**src/rtl/matmul_seq_ctrl.sv**
```systemverilog
// -----------------------------------------------------------------------------
// matmul_seq_ctrl
// Frame sequencer in front of the Matrix_Mul fixed-point matrix-vector
// multiplier. A frame of N*N matrix words (row-major) followed by N vector
// words is written to multiplier addresses 0..N*N+N-1. The controller then
// waits out the compute latency, captures the N result elements together with
// their QI/QF tags into a local buffer and drains them on a valid/ready stream.
//
// Build option: define MM_SEQ_PERF_EN to add the perf_cycles output, which
// reports the cycle count of the most recently completed frame.
// -----------------------------------------------------------------------------
module matmul_seq_ctrl #(
  parameter int WORD_SIZE   = 16,
  parameter int ADDRS_LEN   = 7,
  parameter int N           = 8,
  parameter int FIRST_LAT   = 64,
  parameter int ELEM_PERIOD = 2
) (
  input  logic                 src_clk,
  input  logic                 rst,
  input  logic                 in_valid,
  output logic                 in_ready,
  input  logic [WORD_SIZE-1:0] in_data,
  output logic                 mm_we,
  output logic [ADDRS_LEN-1:0] mm_addr,
  output logic [WORD_SIZE-1:0] mm_data_wr,
  input  logic [WORD_SIZE-1:0] mm_result,
  input  logic [3:0]           mm_qi,
  input  logic [3:0]           mm_qf,
  output logic                 out_valid,
  input  logic                 out_ready,
  output logic [WORD_SIZE-1:0] out_data,
  output logic [3:0]           out_qi,
  output logic [3:0]           out_qf,
  output logic                 out_last,
  output logic                 busy,
  output logic [15:0]          frame_cnt
`ifdef MM_SEQ_PERF_EN
  ,
  output logic [15:0]          perf_cycles
`endif
);

  // ---------------------------------------------------------------------------
  // Derived sizes and constants
  // ---------------------------------------------------------------------------
  localparam int FRAME_LEN = N * N + N;
  localparam int CNT_W     = $clog2(FRAME_LEN + 1);
  localparam int IDX_W     = (N > 1) ? $clog2(N) : 1;
  localparam int WAIT_W    = (FIRST_LAT > 2) ? $clog2(FIRST_LAT - 1) : 1;
  localparam int PH_W      = (ELEM_PERIOD > 1) ? $clog2(ELEM_PERIOD) : 1;
  localparam int ELEM_W    = WORD_SIZE + 8;

  localparam logic [CNT_W-1:0]  CNT_ZERO  = CNT_W'(0);
  localparam logic [CNT_W-1:0]  CNT_ONE   = CNT_W'(1);
  localparam logic [CNT_W-1:0]  LAST_WORD = CNT_W'(FRAME_LEN - 1);
  localparam logic [CNT_W-1:0]  LAST_ELEM = CNT_W'(N - 1);
  localparam logic [WAIT_W-1:0] WAIT_ZERO = WAIT_W'(0);
  localparam logic [WAIT_W-1:0] WAIT_ONE  = WAIT_W'(1);
  // WAIT spans FIRST_LAT-1 cycles: counter values 0..FIRST_LAT-2.
  localparam logic [WAIT_W-1:0] WAIT_END  = WAIT_W'(FIRST_LAT - 2);
  localparam logic [PH_W-1:0]   PH_ZERO   = PH_W'(0);
  localparam logic [PH_W-1:0]   PH_ONE    = PH_W'(1);
  localparam logic [PH_W-1:0]   PH_END    = PH_W'(ELEM_PERIOD - 1);

  // Parameter sanity: the frame must fit the multiplier address space.
  generate
    if (N * N + N > 2 ** ADDRS_LEN) begin : g_bad_addr_space
      $error("matmul_seq_ctrl: N*N+N exceeds the 2**ADDRS_LEN address space");
    end
    if (N < 2 || FIRST_LAT < 2 || ELEM_PERIOD < 1) begin : g_bad_timing
      $error("matmul_seq_ctrl: need N>=2, FIRST_LAT>=2, ELEM_PERIOD>=1");
    end
  endgenerate

  // ---------------------------------------------------------------------------
  // Helpers
  // ---------------------------------------------------------------------------
  // Multiplier address is the word count truncated to the address width.
  function automatic logic [ADDRS_LEN-1:0] cnt_to_addr(input logic [CNT_W-1:0] cnt);
    return ADDRS_LEN'(cnt);
  endfunction

`ifdef MM_SEQ_PERF_EN
  // 16-bit increment that sticks at all-ones.
  function automatic logic [15:0] sat_inc16(input logic [15:0] value);
    return (value == 16'hFFFF) ? value : (value + 16'd1);
  endfunction
`endif

  // ---------------------------------------------------------------------------
  // State and registers
  // ---------------------------------------------------------------------------
  typedef enum logic [2:0] {
    ST_IDLE    = 3'd0,
    ST_LOAD    = 3'd1,
    ST_SETTLE  = 3'd2,
    ST_WAIT    = 3'd3,
    ST_CAPTURE = 3'd4,
    ST_DRAIN   = 3'd5
  } state_t;

  state_t                 state_r;
  state_t                 state_next_s;

  logic                   in_ready_r;
  logic                   mm_we_r;
  logic [ADDRS_LEN-1:0]   mm_addr_r;
  logic [WORD_SIZE-1:0]   mm_data_wr_r;
  logic                   out_valid_r;
  logic [WORD_SIZE-1:0]   out_data_r;
  logic [3:0]             out_qi_r;
  logic [3:0]             out_qf_r;
  logic                   out_last_r;
  logic                   busy_r;
  logic [15:0]            frame_cnt_r;
  logic [CNT_W-1:0]       word_cnt_r;
  logic [CNT_W-1:0]       elem_cnt_r;
  logic [WAIT_W-1:0]      wait_cnt_r;
  logic [PH_W-1:0]        ph_r;

  logic                   in_ready_next_s;
  logic                   mm_we_next_s;
  logic [ADDRS_LEN-1:0]   mm_addr_next_s;
  logic [WORD_SIZE-1:0]   mm_data_wr_next_s;
  logic                   out_valid_next_s;
  logic [WORD_SIZE-1:0]   out_data_next_s;
  logic [3:0]             out_qi_next_s;
  logic [3:0]             out_qf_next_s;
  logic                   out_last_next_s;
  logic [15:0]            frame_cnt_next_s;
  logic [CNT_W-1:0]       word_cnt_next_s;
  logic [CNT_W-1:0]       elem_cnt_next_s;
  logic [WAIT_W-1:0]      wait_cnt_next_s;
  logic [PH_W-1:0]        ph_next_s;

  logic                   accept_s;
  logic                   buf_we_s;
  logic [IDX_W-1:0]       wr_idx_s;
  logic [IDX_W-1:0]       rd_idx_s;
  logic [ELEM_W-1:0]      capture_s;
  logic [ELEM_W-1:0]      rd_word_s;

  // Result buffer: {result, qi, qf} per element; not reset, only presented
  // after a full capture pass has refilled it.
  logic [ELEM_W-1:0]      buf_r [N];

`ifdef MM_SEQ_PERF_EN
  logic [15:0]            perf_cnt_r;
  logic [15:0]            perf_cycles_r;
  logic [15:0]            perf_cnt_next_s;
  logic [15:0]            perf_cycles_next_s;
`endif

  assign accept_s  = in_valid && in_ready_r;
  assign capture_s = {mm_result, mm_qi, mm_qf};
  assign wr_idx_s  = IDX_W'(elem_cnt_r);
  assign rd_word_s = buf_r[rd_idx_s];

  // Buffer read index: slot 0 while capturing (first presented element),
  // the following slot while draining.
  always_comb begin
    rd_idx_s = {IDX_W{1'b0}};
    if (state_r == ST_DRAIN) begin
      rd_idx_s = IDX_W'(elem_cnt_r + CNT_ONE);
    end else begin
      rd_idx_s = {IDX_W{1'b0}};
    end
  end

  // Next-state and next-register decode; every output is registered from it.
  always_comb begin
    state_next_s      = state_r;
    in_ready_next_s   = 1'b0;
    mm_we_next_s      = 1'b0;
    mm_addr_next_s    = mm_addr_r;
    mm_data_wr_next_s = mm_data_wr_r;
    out_valid_next_s  = out_valid_r;
    out_data_next_s   = out_data_r;
    out_qi_next_s     = out_qi_r;
    out_qf_next_s     = out_qf_r;
    out_last_next_s   = out_last_r;
    frame_cnt_next_s  = frame_cnt_r;
    word_cnt_next_s   = word_cnt_r;
    elem_cnt_next_s   = elem_cnt_r;
    wait_cnt_next_s   = wait_cnt_r;
    ph_next_s         = ph_r;
    buf_we_s          = 1'b0;
`ifdef MM_SEQ_PERF_EN
    perf_cnt_next_s    = perf_cnt_r;
    perf_cycles_next_s = perf_cycles_r;
`endif

    case (state_r)
      ST_IDLE: begin
        in_ready_next_s = 1'b1;
        if (accept_s) begin
          mm_we_next_s      = 1'b1;
          mm_addr_next_s    = {ADDRS_LEN{1'b0}};
          mm_data_wr_next_s = in_data;
          word_cnt_next_s   = CNT_ONE;
          state_next_s      = ST_LOAD;
        end else begin
          word_cnt_next_s   = CNT_ZERO;
        end
      end

      ST_LOAD: begin
        in_ready_next_s = 1'b1;
        if (accept_s) begin
          mm_we_next_s      = 1'b1;
          mm_addr_next_s    = cnt_to_addr(word_cnt_r);
          mm_data_wr_next_s = in_data;
          word_cnt_next_s   = word_cnt_r + CNT_ONE;
          if (word_cnt_r == LAST_WORD) begin
            in_ready_next_s = 1'b0;
            state_next_s    = ST_SETTLE;
          end else begin
            state_next_s    = ST_LOAD;
          end
        end else begin
          // Gap on in_valid: no write, address holds.
          mm_we_next_s = 1'b0;
        end
      end

      ST_SETTLE: begin
        word_cnt_next_s = CNT_ZERO;
        wait_cnt_next_s = WAIT_ZERO;
        state_next_s    = ST_WAIT;
      end

      ST_WAIT: begin
        if (wait_cnt_r == WAIT_END) begin
          ph_next_s       = PH_ZERO;
          elem_cnt_next_s = CNT_ZERO;
          state_next_s    = ST_CAPTURE;
        end else begin
          wait_cnt_next_s = wait_cnt_r + WAIT_ONE;
        end
      end

      ST_CAPTURE: begin
        ph_next_s = (ph_r == PH_END) ? PH_ZERO : (ph_r + PH_ONE);
        if (ph_r == PH_ZERO) begin
          buf_we_s = 1'b1;
          if (elem_cnt_r == LAST_ELEM) begin
            // Last slot lands this edge; slot 0 is already stable to present.
            elem_cnt_next_s  = CNT_ZERO;
            out_valid_next_s = 1'b1;
            out_data_next_s  = rd_word_s[ELEM_W-1:8];
            out_qi_next_s    = rd_word_s[7:4];
            out_qf_next_s    = rd_word_s[3:0];
            out_last_next_s  = 1'b0;
            state_next_s     = ST_DRAIN;
          end else begin
            elem_cnt_next_s  = elem_cnt_r + CNT_ONE;
          end
        end else begin
          buf_we_s = 1'b0;
        end
      end

      ST_DRAIN: begin
        if (out_valid_r && out_ready) begin
          if (elem_cnt_r == LAST_ELEM) begin
            out_valid_next_s = 1'b0;
            out_last_next_s  = 1'b0;
            elem_cnt_next_s  = CNT_ZERO;
            frame_cnt_next_s = frame_cnt_r + 16'd1;
            in_ready_next_s  = 1'b1;
            state_next_s     = ST_IDLE;
`ifdef MM_SEQ_PERF_EN
            // Count including this final handshake cycle.
            perf_cycles_next_s = sat_inc16(perf_cnt_r);
`endif
          end else begin
            elem_cnt_next_s  = elem_cnt_r + CNT_ONE;
            out_data_next_s  = rd_word_s[ELEM_W-1:8];
            out_qi_next_s    = rd_word_s[7:4];
            out_qf_next_s    = rd_word_s[3:0];
            out_last_next_s  = ((elem_cnt_r + CNT_ONE) == LAST_ELEM);
          end
        end else begin
          // Stalled: presented element stays frozen.
          out_valid_next_s = out_valid_r;
        end
      end

      default: begin
        state_next_s = ST_IDLE;
      end
    endcase

`ifdef MM_SEQ_PERF_EN
    if (state_r == ST_IDLE) begin
      if (accept_s) begin
        perf_cnt_next_s = 16'd1;
      end else begin
        perf_cnt_next_s = perf_cnt_r;
      end
    end else begin
      perf_cnt_next_s = sat_inc16(perf_cnt_r);
    end
`endif
  end

  // FSM state register.
  always_ff @(posedge src_clk or posedge rst) begin
    if (rst) begin
      state_r <= ST_IDLE;
    end else begin
      state_r <= state_next_s;
    end
  end

  // Registered outputs and sequencing counters.
  always_ff @(posedge src_clk or posedge rst) begin
    if (rst) begin
      in_ready_r   <= 1'b0;
      mm_we_r      <= 1'b0;
      mm_addr_r    <= {ADDRS_LEN{1'b0}};
      mm_data_wr_r <= {WORD_SIZE{1'b0}};
      out_valid_r  <= 1'b0;
      out_data_r   <= {WORD_SIZE{1'b0}};
      out_qi_r     <= 4'd0;
      out_qf_r     <= 4'd0;
      out_last_r   <= 1'b0;
      busy_r       <= 1'b0;
      frame_cnt_r  <= 16'd0;
      word_cnt_r   <= CNT_ZERO;
      elem_cnt_r   <= CNT_ZERO;
      wait_cnt_r   <= WAIT_ZERO;
      ph_r         <= PH_ZERO;
    end else begin
      in_ready_r   <= in_ready_next_s;
      mm_we_r      <= mm_we_next_s;
      mm_addr_r    <= mm_addr_next_s;
      mm_data_wr_r <= mm_data_wr_next_s;
      out_valid_r  <= out_valid_next_s;
      out_data_r   <= out_data_next_s;
      out_qi_r     <= out_qi_next_s;
      out_qf_r     <= out_qf_next_s;
      out_last_r   <= out_last_next_s;
      busy_r       <= (state_next_s != ST_IDLE);
      frame_cnt_r  <= frame_cnt_next_s;
      word_cnt_r   <= word_cnt_next_s;
      elem_cnt_r   <= elem_cnt_next_s;
      wait_cnt_r   <= wait_cnt_next_s;
      ph_r         <= ph_next_s;
    end
  end

  // Result capture into the element buffer.
  always_ff @(posedge src_clk) begin
    if (buf_we_s) begin
      buf_r[wr_idx_s] <= capture_s;
    end
  end

`ifdef MM_SEQ_PERF_EN
  // Frame cycle counter and the latched per-frame result.
  always_ff @(posedge src_clk or posedge rst) begin
    if (rst) begin
      perf_cnt_r    <= 16'd0;
      perf_cycles_r <= 16'd0;
    end else begin
      perf_cnt_r    <= perf_cnt_next_s;
      perf_cycles_r <= perf_cycles_next_s;
    end
  end

  assign perf_cycles = perf_cycles_r;
`endif

  assign in_ready   = in_ready_r;
  assign mm_we      = mm_we_r;
  assign mm_addr    = mm_addr_r;
  assign mm_data_wr = mm_data_wr_r;
  assign out_valid  = out_valid_r;
  assign out_data   = out_data_r;
  assign out_qi     = out_qi_r;
  assign out_qf     = out_qf_r;
  assign out_last   = out_last_r;
  assign busy       = busy_r;
  assign frame_cnt  = frame_cnt_r;

endmodule

```
**config.mk**
```make
export PLATFORM = sky130hd
export DESIGN_NAME = matmul_seq_ctrl
export DESIGN_NICKNAME = d
export VERILOG_FILES = /design/src/rtl/matmul_seq_ctrl.sv
export SDC_FILE = /design/constraint.sdc
export NUM_CORES = 1
export LEC_CHECK = 0
export CAP_MARGIN = 25
export CORE_MARGIN = 2
export CORE_UTILIZATION = 35
export CTS_CLUSTER_SIZE = 30
export DETAILED_ROUTE_END_ITERATION = 6
export GPL_ROUTABILITY_DRIVEN = 0
export PLACE_DENSITY_LB_ADDON = 0.15
export SKIP_CTS_REPAIR_TIMING = 1
export SLEW_MARGIN = 20
export SYNTH_ARGS = -nofsm -noshare
export SYNTH_HDL_FRONTEND = slang
export SYNTH_SLANG_ARGS = --single-unit
```
**constraint.sdc**
```tcl
create_clock -name src_clk -period 5.81 [get_ports src_clk]
set_input_delay 1.743 -clock src_clk [delete_from_list [all_inputs] [get_ports src_clk]]
set_output_delay 1.743 -clock src_clk [all_outputs]
set_load 0.005 [all_outputs]
```
==> results.py, run 1 <==
metrics = {
    "outcome": {
        "status": "finished clean",
    },
    "final_layout": {
        "final_cell_area_sq_um": 14800,
        "n_antenna_cell": 0,
        "final_common_cell": "edfxtp_1",
        "fin_util": 0.441,
        "layout.cells.non_filler": 1501,
        "layout.nets": 1078,
        "final_cell_mix": "edfxtp_1, clkdlybuf4s50_1, dfrtp_1",
        "area_growth_pct": 23.3,
        "drive_gt1_frac": 0.139,
    },
    "synthesis": {
        "synth_top_family_by_area": "simple AND/OR/NAND/NOR gates",
        "synthAdderAreaFrac": 0.00624,
        "synth.net_count": 970,
        "seq_area_frac_synth": 0.670,
        "synthDistinctLibCells": 50,
        "synthMuxAreaShare": 0.0484,
        "synthArstFlopShare": 0.324,
        "synth-xor-area-share": 0.0182,
        "synth_ff_type": "edfxtp_1",
        "synth-compound-area-share": 0.0907,
        "netlist_area_sq_um": 12000,
        "ys_ff_latch": 284,
        "ys.warnings.count": 0,
        "synth_edf_count": 192,
        "syn_inst": 920,
        "yosys.area_share.simple": 0.142,
        "avgSynthCellArea_sq_um": 13.1,
    },
    "routing": {
        "vias": 7781,
        "drtIter0Drc": 460,
        "post_drt_via_cell_ratio": 5.18,
        "routed_wl_microns": 29800,
        "routedWlPerCell_microns": 19.9,
        "drc": 0,
        "first_pass_iters": 5,
        "antenna_left": 0,
    },
    "die": {
        "num_rows": 67,
        "pin_count": 112,
        "die-area_sq_um": 35900,
        "dieHeight_microns": 189,
        "fp.dieW_microns": 189,
        "initial_core_util": 0.357,
        "core_area_sq_um": 33700,
    },
    "global_route": {
        "use_met1": 0.227,
        "gr-usage-met3": 0.0261,
        "grtUsageMet2": 0.275,
        "globalRouteOverflowTotal": 0,
        "grt_max_degree": 89,
        "grtUsageTotal": 0.166,
        "grt.busiest_layer": "met2",
        "grt_pass1_vias": 7845,
        "grt_pass1_wl_microns": 46300,
        "antenna_found_initial": 0,
    },
    "worst_setup_path": {
        "cp_max_fo": 25,
        "crit_arrival_ps": 3780,
        "crit_type": "input pin to register",
        "ff2ff_path_depth": 6,
        "start_kind": "input pin",
        "required_ps": 6150,
        "end_kind": "register",
    },
    "place": {
        "placed_cell_area_sq_um": 13700,
        "hpwl_microns": 16000,
        "portBuffers": 111,
        "dp.cells": 1437,
    },
    "clocking": {
        "root_buffer": "clkbuf_16",
        "cts_tree": "built",
        "cts_buffers": 34,
        "h-tree-depth": 2,
        "cts.sink_count": 284,
        "cts_buffer_depth": 3,
        "clock_latency_ps": 510,
        "cts.clk_slew.worst_paths_ps": 60,
    },
    "timing": {
        "hold_violations": 0,
        "min_period_over_period": 0.592,
        "fin_crit_ps": 3440,
        "finalSetupTns_ps": 0,
        "setup_viol": 0,
        "worst_hold_slack_ps": 465,
        "final_max_slew_viol_count": 0,
        "worst_slew_pin_slew_ps": 908,
        "rsz0062_at_grt": "no",
        "max-slew-margin-rel": 0.389,
        "max_freq_mhz": 291,
        "fin_skew_ps": 17.0,
    },
    "hold_path": {
        "min-delay-path-class": "register to register",
        "hold_path_depth": 2,
    },
    "power": {
        "pwr_density_cell_nw_per_um2": 310,
        "p_leak_nw": 5.44,
        "ir_drop_uv": 205,
    },
    "flow_run": {
        "drv_cap": 0,
    },
}
==> routing by layer <==
metal  share of wire  wire (microns)
met1            0.45           13600
met2            0.47           14100
met3           0.046            1380
met4           0.025             751
met5               0               0
==> synthesized netlist by cell type, drive strengths merged, types with 2 or more instances <==
master,count,area share
edfxtp,192,0.48
dfrtp,92,0.19
nand2,86,0.027
a21oi,58,0.024
clkbuf,57,0.018
nand2b,52,0.027
mux2,50,0.047
nor2b,49,0.025
o221ai,48,0.035
nor3,36,0.015
a31oi,26,0.014
nand3,25,0.010
nor2,24,0.0075
xor2,15,0.011
o21ai,14,0.0058
inv,10,0.0031
xnor2,10,0.0073
and3,8,0.0042
nor4,8,0.0082
nand4,7,0.0036
buf,6,0.0034
ha,6,0.0062
or3,6,0.0031
or4,4,0.0031
o211ai,3,0.0019
o21a,3,0.0019
a22o,2,0.0015
and2,2,0.0010
mux2i,2,0.0017
nand3b,2,0.0012
o2bb2ai,2,0.0015
o31ai,2,0.0012
or2,2,0.0010
==> registers in the layout (all words and copies together) (netlist names) <==
register    cells
state_r         3
out_valid       1
elem_cnt_r      7
mm_we           1
mm_addr         7
mm_data_wr     16
buf_r         192
wait_cnt_r      6
out_last        1
word_cnt_r      7
out_qf          4
ph_r            1
frame_cnt      16
in_ready        1
busy            1
out_qi          4
out_data       16
==> worst paths after layout <==
check	startpoint	to	slack [ps]
min	mm_addr[2]$_DFFE_PP0P_	mm_addr[2]$_DFFE_PP0P_	470
max reg2reg	elem_cnt_r[0]$_DFFE_PP0P_	out_data[3]$_DFFE_PP0P_	3070
min in group asynchronous	rst	mm_data_wr[15]$_DFFE_PP0P_	1590
min reg2reg	mm_addr[2]$_DFFE_PP0P_	mm_addr[2]$_DFFE_PP0P_	470
max	out_ready	out_data[3]$_DFFE_PP0P_	2370
max in group asynchronous	rst	out_data[3]$_DFFE_PP0P_	3250
==> per-stage QoR <==
stage	power (mW)	setup WS, ps
after floorplan	2.40	1680
final	4.61	2370
after detailed placement	2.55	1810
after global routing	4.78	2210
after CTS	4.66	2320
after global placement	2.55	1880
==> logic make-up after synthesis <==
kind of cell | Yosys count
adders and majority gates | 6
muxes | 52
and+or+nand+nor | 316
buffers and inverters | 73
xor gates and xnor gates | 25
DFF | 284
AOI/OAI and AO/OA | 164
==> final cells by class <==
type	count	area, sq um
fill	3098	18900
sequential	284	8070
multi-input combinational	563	3740
timing repair buffer	135	1330
clock buffer	49	978
tap	448	561
clock inverter	12	131
inverter	10	40.0
==> power breakdown <==
part           switching [mW]  total [mW]  internal [mW]
logic                   0.113       0.240          0.127
registers              0.0478        2.27           2.22
clock network           0.827        2.10           1.27
total                   0.987        4.61           3.62
==> critical path: stages <==
cell	delay, ps
clkdlybuf4s50_1	490
nand2_1	150
a211oi_4	180
buf_4	390
or2_2	620
a31oi_1	190
Note: power is estimated with default switching activity, not from simulation.
==> run 2, diff against run 1 <==
clock period = 2.96 ns   (was 5.81 ns; I/O delays follow)
==> results.py, run 2 (synthesized netlist as in run 1, its figures left out) <==
metrics = {
    "global_route": {
        "globalRouteOverflowTotal": 0,
        "antenna_found_initial": 0,
        "grt_max_degree": 93,
        "grtUsageTotal": 0.165,
        "grt_pass1_wl_microns": 45700,
        "grt_pass1_vias": 7827,
    },
    "worst_setup_path": {
        "rrSetupSlack_ps": 540,
        "timing.rr.end": "frame_cnt[14]$_DFFE_PP0P_",
        "crit_type": "register to register",
        "reg2reg_from": "elem_cnt_r[0]$_DFFE_PP0P_",
        "start_kind": "register",
        "end_kind": "register",
        "cp_max_fo": 22,
        "crit_arrival_ps": 2850,
        "ff2ff_path_depth": 5,
        "required_ps": 3390,
    },
    "final_layout": {
        "layout.nets": 1088,
        "final_cell_mix": "edfxtp_1, clkdlybuf4s50_1, dfrtp_1",
        "final_common_cell": "edfxtp_1",
        "fillers": 3145,
        "regMostFlops": "buf_r",
        "area_growth_pct": 23.9,
        "drive_gt1_frac": 0.142,
        "final_cell_area_sq_um": 14900,
        "fin_util": 0.443,
        "largest_reg_flops": 192,
        "n_antenna_cell": 0,
    },
    "timing": {
        "fin_skew_ps": 15.5,
        "final_max_slew_viol_count": 0,
        "worst_slew_pin_slew_ps": 713,
        "max-slew-margin-rel": 0.524,
        "max_freq_mhz": 413,
        "hold_violations": 0,
        "fin_crit_ps": 2420,
        "setup_viol": 0,
        "min_period_over_period": 0.819,
        "rsz0062_at_grt": "no",
        "layout_setup_ws_ps": 536,
        "finalSetupTns_ps": 0,
    },
    "place": {
        "placed_cell_area_sq_um": 13900,
        "dp_slack_ps": 211,
        "portBuffers": 111,
        "hpwl_microns": 16600,
    },
    "die": {
        "pin_count": 112,
        "fp.dieW_microns": 189,
        "core_area_sq_um": 33700,
        "initial_core_util": 0.357,
        "dieHeight_microns": 189,
        "num_rows": 67,
        "die-area_sq_um": 35900,
    },
    "routing": {
        "drc": 0,
        "vias": 7820,
        "routedWlPerCell_microns": 19.6,
        "routed_wl_microns": 29700,
        "post_drt_via_cell_ratio": 5.17,
        "antenna_left": 0,
        "drtIter0Drc": 462,
        "first_pass_iters": 5,
    },
    "power": {
        "power_mw": 8.89,
        "p_leak_nw": 5.44,
        "pwr_density_cell_nw_per_um2": 596,
        "ir_drop_uv": 390,
    },
    "outcome": {
        "status": "finished clean",
    },
    "clocking": {
        "cts.clk_slew.worst_paths_ps": 60,
        "cts.sink_count": 284,
        "clock_latency_ps": 510,
        "cts_tree": "built",
        "cts_buffer_depth": 3,
        "root_buffer": "clkbuf_16",
        "cts_buffers": 34,
        "h-tree-depth": 2,
    },
    "flow_run": {
        "drv_cap": 0,
    },
    "hold_path": {
        "hold_end": "mm_addr[3]$_DFFE_PP0P_",
        "hold_path_depth": 2,
        "min_from": "mm_addr[3]$_DFFE_PP0P_",
        "min-delay-path-class": "register to register",
    },
}
## run 2: power breakdown
| group | internal (mW) | switching (mW) |
|---|---|---|
| registers | 4.36 | 0.0927 |
| logic | 0.250 | 0.224 |
| clock network | 2.37 | 1.60 |
## run 2: worst max-delay path by stage
stage | startpoint | end | slack (ps) | depth (start not counted)
5_1_grt | elem_cnt_r[0]$_DFFE_PP0P_ | out_data[8]$_DFFE_PP0P_ | 430 | 6
2_1_floorplan | elem_cnt_r[0]$_DFFE_PP0P_ | buf_r[3][0]$_DFFE_PP_ | 160 | 5
6_report | elem_cnt_r[0]$_DFFE_PP0P_ | frame_cnt[14]$_DFFE_PP0P_ | 540 | 5
3_3_place_gp | out_ready | frame_cnt[14]$_DFFE_PP0P_ | 230 | 5
4_1_cts | frame_cnt[2]$_DFFE_PP0P_ | frame_cnt[2] | 540 | 1
3_5_place_dp | out_ready | frame_cnt[14]$_DFFE_PP0P_ | 210 | 5
## run 2: layer usage
| layer | global-route usage | wire (microns) |
|---|---|---|
| met1 | 0.222 | 13400 |
| met2 | 0.274 | 14200 |
| met3 | 0.0317 | 1530 |
| met5 | 0 | 0 |
| met4 | 0.0435 | 553 |
## run 2: area by class of cell
| cell class | count | area (sq um) | area share |
|---|---|---|---|
| Clock inverter | 11 | 97.6 | 0.00654 |
| Tap cell | 448 | 561 | 0.0376 |
| Sequential cell | 284 | 8070 | 0.541 |
| Multi-Input combinational cell | 563 | 3760 | 0.252 |
| Inverter | 10 | 41.3 | 0.00277 |
| Clock buffer | 51 | 967 | 0.0648 |
| Timing Repair Buffer | 145 | 1420 | 0.0950 |
## run 2: metrics by stage
| stage | std cells | hold slack [ps] |
|---|---|---|
| 2_1_floorplan | 920 | 463 |
| 3_3_place_gp | 1450 | 450 |
| 3_5_place_dp | 1450 | 455 |
| 4_1_cts | 1512 | 467 |
| 5_1_grt | 1512 | 485 |
| 6_report | 1512 | 462 |
## run 2: worst max-delay path, stage by stage, from the launching register on
cell and delay, ps:
dfrtp_4 620, ha_1 360, nand2_1 230, or4_4 660, nor4_4 300, xor2_1 160
